<file path="config.mk">
export PLATFORM = sky130hd
export DESIGN_NAME = dlatch_wr_sched
export DESIGN_NICKNAME = d
export VERILOG_FILES = /design/src/rtl/dlatch_pkg.sv /design/src/rtl/rr_arbiter.sv /design/src/rtl/dlatch_wr_sched.sv
export SDC_FILE = /design/constraint.sdc
export NUM_CORES = 1
export LEC_CHECK = 0
export CORE_ASPECT_RATIO = 0.6
export CORE_MARGIN = 4
export CORE_UTILIZATION = 45
export CTS_CLUSTER_SIZE = 14
export DETAILED_ROUTE_END_ITERATION = 8
export GPL_ROUTABILITY_DRIVEN = 0
export PLACE_DENSITY_LB_ADDON = 0.2
export SLEW_MARGIN = 20
export SYNTH_ARGS = -nofsm -noshare
export SYNTH_HDL_FRONTEND = slang
export SYNTH_SLANG_ARGS = --single-unit
</file>
<file path="constraint.sdc">
create_clock -name clk -period 3.8 [get_ports clk]
set_input_delay 0.76 -clock clk [delete_from_list [all_inputs] [get_ports clk]]
set_output_delay 0.76 -clock clk [all_outputs]
set_load 0.01 [all_outputs]
</file>
<file path="src/rtl/dlatch_pkg.sv">
// Shared types and constants for the D-latch write scheduler.
// The state encoding and the fixed SETUP/HOLD durations live here.
package dlatch_pkg;

    typedef enum logic [2:0] {
        IDLE,
        SETUP,
        OPEN,
        HOLD,
        CHECK
    } state_t;

    localparam int unsigned SETUP_CYC = 1;
    localparam int unsigned HOLD_CYC  = 1;
    localparam int unsigned IDX_W     = 3;
    localparam int unsigned CNT_W     = 4;

endpackage

</file>
<file path="src/rtl/rr_arbiter.sv">
// Combinational round-robin picker: the search starts at ptr and wraps.
// Returns the one-hot winner and its index; the pointer is held by the parent.
module rr_arbiter
    import dlatch_pkg::*;
#(
    parameter int unsigned NREQ = 4
) (
    input  logic [NREQ-1:0]  req,
    input  logic [IDX_W-1:0] ptr,
    output logic [NREQ-1:0]  winner,
    output logic [IDX_W-1:0] index
);

    logic            w_found;
    logic [NREQ-1:0] w_rot;
    int unsigned     w_k;

    always_comb begin
        winner  = '0;
        index   = '0;
        w_found = 1'b0;
        w_rot   = '0;
        w_k     = 0;
        for (int unsigned i = 0; i < NREQ; i++) begin
            w_k   = (32'(ptr) + i) % NREQ;
            w_rot = req >> w_k;
            if (!w_found && w_rot[0]) begin
                w_found = 1'b1;
                winner  = NREQ'(1) << w_k;
                index   = IDX_W'(w_k);
            end
        end
    end

endmodule

</file>
<file path="src/rtl/dlatch_wr_sched.sv">
// Schedules writes from NREQ requesters into one shared D-latch bank with
// setup, enable, hold and readback-check phases.
module dlatch_wr_sched
    import dlatch_pkg::*;
#(
    parameter int unsigned NREQ   = 4,
    parameter int unsigned W      = 8,
    parameter int unsigned EN_CYC = 2
) (
    input  logic              clk,
    input  logic              rst,
    input  logic [NREQ-1:0]   req,
    input  logic [NREQ*W-1:0] req_data,
    output logic [NREQ-1:0]   gnt,
    output logic [W-1:0]      lat_d,
    output logic              lat_en,
    input  logic [W-1:0]      lat_q,
    output logic              done,
    output logic [IDX_W-1:0]  done_id,
    output logic              err
);

    state_t           r_state;
    state_t           w_state_nxt;
    logic [CNT_W-1:0] r_cnt;
    logic [IDX_W-1:0] r_ptr;
    logic [IDX_W-1:0] r_idx;
    logic [W-1:0]     r_lat_d;
    logic             r_lat_en;

    logic [NREQ-1:0]  w_winner;
    logic [IDX_W-1:0] w_index;
    logic [IDX_W-1:0] w_ptr_nxt;
    logic [W-1:0]     w_slice;
    logic             w_grant;

    rr_arbiter #(.NREQ(NREQ)) u_arb (
        .req    (req),
        .ptr    (r_ptr),
        .winner (w_winner),
        .index  (w_index)
    );

    assign w_grant   = (r_state == IDLE) && (|req) && !rst;
    assign w_slice   = W'(req_data >> (32'(w_index) * W));
    assign w_ptr_nxt = (32'(w_index) == NREQ - 1) ? '0 : w_index + 1'b1;

    always_comb begin
        w_state_nxt = r_state;
        case (r_state)
            IDLE:    if (|req) w_state_nxt = SETUP;
            SETUP:   if (32'(r_cnt) == SETUP_CYC - 1) w_state_nxt = OPEN;
            OPEN:    if (32'(r_cnt) == EN_CYC - 1) w_state_nxt = HOLD;
            HOLD:    if (32'(r_cnt) == HOLD_CYC - 1) w_state_nxt = CHECK;
            CHECK:   w_state_nxt = IDLE;
            default: w_state_nxt = IDLE;
        endcase
    end

    // One counter times every phase; it restarts on each state change.
    always_ff @(posedge clk) begin
        if (rst) begin
            r_state  <= IDLE;
            r_cnt    <= '0;
            r_ptr    <= '0;
            r_idx    <= '0;
            r_lat_d  <= '0;
            r_lat_en <= 1'b0;
        end else begin
            r_state <= w_state_nxt;
            if ((w_state_nxt != r_state) || (r_state == IDLE)) begin
                r_cnt <= '0;
            end else begin
                r_cnt <= r_cnt + 1'b1;
            end
            r_lat_en <= (w_state_nxt == OPEN);
            if (w_grant) begin
                r_lat_d <= w_slice;
                r_idx   <= w_index;
                r_ptr   <= w_ptr_nxt;
            end
        end
    end

    assign gnt     = w_grant ? w_winner : '0;
    assign lat_d   = r_lat_d;
    assign lat_en  = r_lat_en;
    assign done    = (r_state == CHECK) && !rst;
    assign done_id = done ? r_idx : '0;
    assign err     = done && (lat_q != r_lat_d);

endmodule

</file>
==> impl_metrics.toml <==
[timing]
setup_tns_ps = 0
finClkSkew_ps = 3.40
post-route-min-period_ps = 3470
drv_slew = 0
rsz0062_at_grt = "no"
final-hold-violation-count = 0
min_period_over_period_pct = 91.3
setup_viol_count_final = 0
clock.fmax_mhz = 288

[global_route]
antenna_found_initial = 0
grt_max_degree = 35
grt_overflow = 0
grt_pass1_wl_um = 8320
first_global_vias = 1737
grtUsageTotal_pct = 20.6

[final_layout]
final_net_count = 337
areaGrowthSynthToFinish_pct = 46.6
diodes = 0
final_common_cell = "clkdlybuf4s50_1"
n_fill_cell = 307
stdcell_count = 326
finalInstanceArea_um2 = 2620
final_cell_mix = "clkdlybuf4s50_1 (56), buf_4 (21), dfxtp_1 (20)"
layout-drive-gt1-share_pct = 12.9
fin_util_pct = 70.0

[logic_synthesis]
synth_top_family_by_area = "compound AO/OA/AOI/OAI gates"
yosys_register_bits = 20
avgSynthCellArea_um2 = 8.51
yosysWarnings = 0
syn-num-nets = 267
synthCells = 210
synthMuxAreaShare_pct = 9.52
synth-main-ff-cell = "dfxtp_1"
synthesis.area_um2 = 1790
synth_edf_count = 0
synthAdderAreaFrac_pct = 7.70
ys_async_sr_fraction_pct = 0
seq_area_frac_synth_pct = 22.4
yosysUniqueCellTypes = 49
synth-compound-area-share_pct = 27.0
synth_simple_gate_area_share_pct = 19.9
synth_xor_area_share_pct = 5.88

[cts]
cts_sinks = 20
cts_buffers = 3
cts_hold_buf = 0
insertion_delay_ps = 260
path_clk_slew_ps = 70
cts.root.buffer_cell = "clkbuf_8"
clockBufferDepth = 2
cts_tree = "done"
cts_max_level = 1
postCtsSetupBuffers = 0

[die]
dieWidth_um = 89.4
core_area_um2 = 3740
io_pins = 64
die-height_um = 56.8
die-area_um2 = 5080
rows = 17
initial_core_util_pct = 47.8

[hold_path]
whs_path_depth = 2
hold_class = "register to register"

[power_and_ir_drop]
total_power_w = 0.00160
p_int_w = 0.000916
switching_power_w = 0.000682
powerDensity_nw_per_um2 = 609
power_leakage_nw = 1.07
sequentialPowerShare_pct = 20.8
switching_share_pct = 42.7
pwr-share-clk_pct = 13.1
comb_power_share_pct = 66.1
ir_drop_mv = 0.445

[placed_design]
dp.cells = 322
portBuffers = 62
post_dp_cell_area_um2 = 2520
place_hpwl_um = 4060

[critical_path]
cp.buffers_inverters = 3
slowest_stage = "mux4_2"
reg2reg_setup_slack_ps = 990
critPathMaxStageDelay_ps = 490
cp.required_ps = 3040
endpoint = "gnt[3]"
cp-start-kind = "input pin"
r2r.worst_path.cells = 8
r2r_end = "lat_d[0]"
worstSetupPathType = "input pin to primary output"
cpMostUsedCell = "nor2_1"
path_depth = 9
worstPathMaxFanout = 10
crit_family = "buffers and inverters"
path_cells = "clkdlybuf4s50_1 > buf_4 > mux4_2 > nor2b_4 > a22oi_1 > nor2_1 > a221oi_1 > nor2_1 > dlymetal6s2s_1"
reg2reg_from = "r_ptr[0]"
critPathLaunch = "req[2]"
cp-end-kind = "primary output"
crit_arrival_ps = 2710

[drt]
viasPerCell = 5.82
wl_per_cell_um = 16.4
drt-initial-drc-count = 212
remaining_drc_errors = 0
num_vias = 1897
antenna_left = 0
drt-total-wl_um = 5340
first_pass_iters = 5

[flow_run]
maxCapViolations = 0

[outcome]
status = "finished clean"
==> layout make-up <==
type	instances	area (µm²)	area share [%]
Multi-Input combinational cell	164	1270	48.4
Timing Repair Buffer	83	793	30.3
Clock buffer	3	41.3	1.58
Clock inverter	1	30.0	1.15
Tap cell	47	58.8	2.24
Sequential cell	20	400	15.3
Inverter	8	30.0	1.15
==> what timing repair did <==
action,4_1_cts,5_1_grt
hold endpoints to repair,0,0
gates resized for setup,0,9
setup endpoints to repair,0,4
==> routing by layer <==
metal | track usage, % | wire (µm) | vias to the layer above | part of all wire [%]
met2 | 29.1 | 2220 | 86 | 42
met4 | 4.03 | 62 | 0 | 1.2
met5 | 0 | 0 | - | 0
met1 | 31.0 | 2480 | 872 | 46
met3 | 5.43 | 582 | 8 | 11
li1 | - | - | 931 | -
==> stage by stage <==
stage	hold WS [ps]	setup WS (ps)
floorplan	415	439
global placement	431	66.3
detailed placement	438	43.3
CTS	448	24.2
global route	493	190
finish	448	330
==> sequential cells by signal, indices dropped and copies added (netlist names) <==
signal / cells
lat_en: 1
r_state: 3
r_ptr: 2
r_cnt: 4
r_idx: 2
lat_d: 8
==> worst min-delay path by stage <==
stage / start / end / slack [ps]
2_1_floorplan: r_idx[1] / r_idx[1] / 420
3_5_place_dp: r_idx[1] / r_idx[1] / 440
4_1_cts: r_idx[1] / r_idx[1] / 450
3_3_place_gp: r_idx[1] / r_idx[1] / 430
5_1_grt: r_idx[1] / r_idx[1] / 490
6_report: r_idx[1] / r_idx[1] / 450
==> cell families (layout without fill, tap and decap cells) <==
kind of cell    count (synthesis)  count (layout)
xor+xnor                       12              12
buf+inv                        26              95
mux                            12              12
simple gates                   68              68
fa+ha+maj                      11              11
other cells                     1               1
compound gates                 60              60
flops                          20              20
==> Yosys cell counts, types with 3 or more instances <==
master / n / share of area, %
a22oi_1: 4 / 1.7
xor2_1: 11 / 5.4
nand2_1: 17 / 3.6
nor3_1: 3 / 0.84
nor2_1: 17 / 3.6
ha_1: 11 / 7.7
buf_2: 4 / 1.1
o32ai_1: 8 / 3.9
buf_6: 3 / 1.9
a221oi_1: 4 / 2.0
a21oi_1: 5 / 1.4
inv_1: 7 / 1.5
dfxtp_1: 20 / 22
mux2i_1: 8 / 4.5
nand2b_1: 3 / 1.0
o21a_1: 8 / 3.4
o221ai_1: 17 / 8.3
mux4_2: 4 / 5.0
nand3_1: 6 / 1.7
nand3b_1: 4 / 1.7
clkbuf_1: 9 / 1.9
nor4_1: 4 / 1.4
==> worst min-delay path, cell delays in order, from the launching register on <==
cell     delay (ps)
dfxtp_1         310
nand2_1          50
nand2_1          50
==> power groups by stage <==
| stage | combinational (W) | sequential (W) | clock [W] |
|---|---|---|---|
| after floorplan | 0.000703 | 0.000340 | 0 |
| after global placement | 0.00102 | 0.000333 | 0 |
| after detailed placement | 0.00103 | 0.000335 | 0 |
| after CTS | 0.00104 | 0.000330 | 0.000214 |
| after global routing | 0.00114 | 0.000342 | 0.000222 |
| final | 0.00106 | 0.000332 | 0.000210 |
Power figures use the tool's default switching activity.
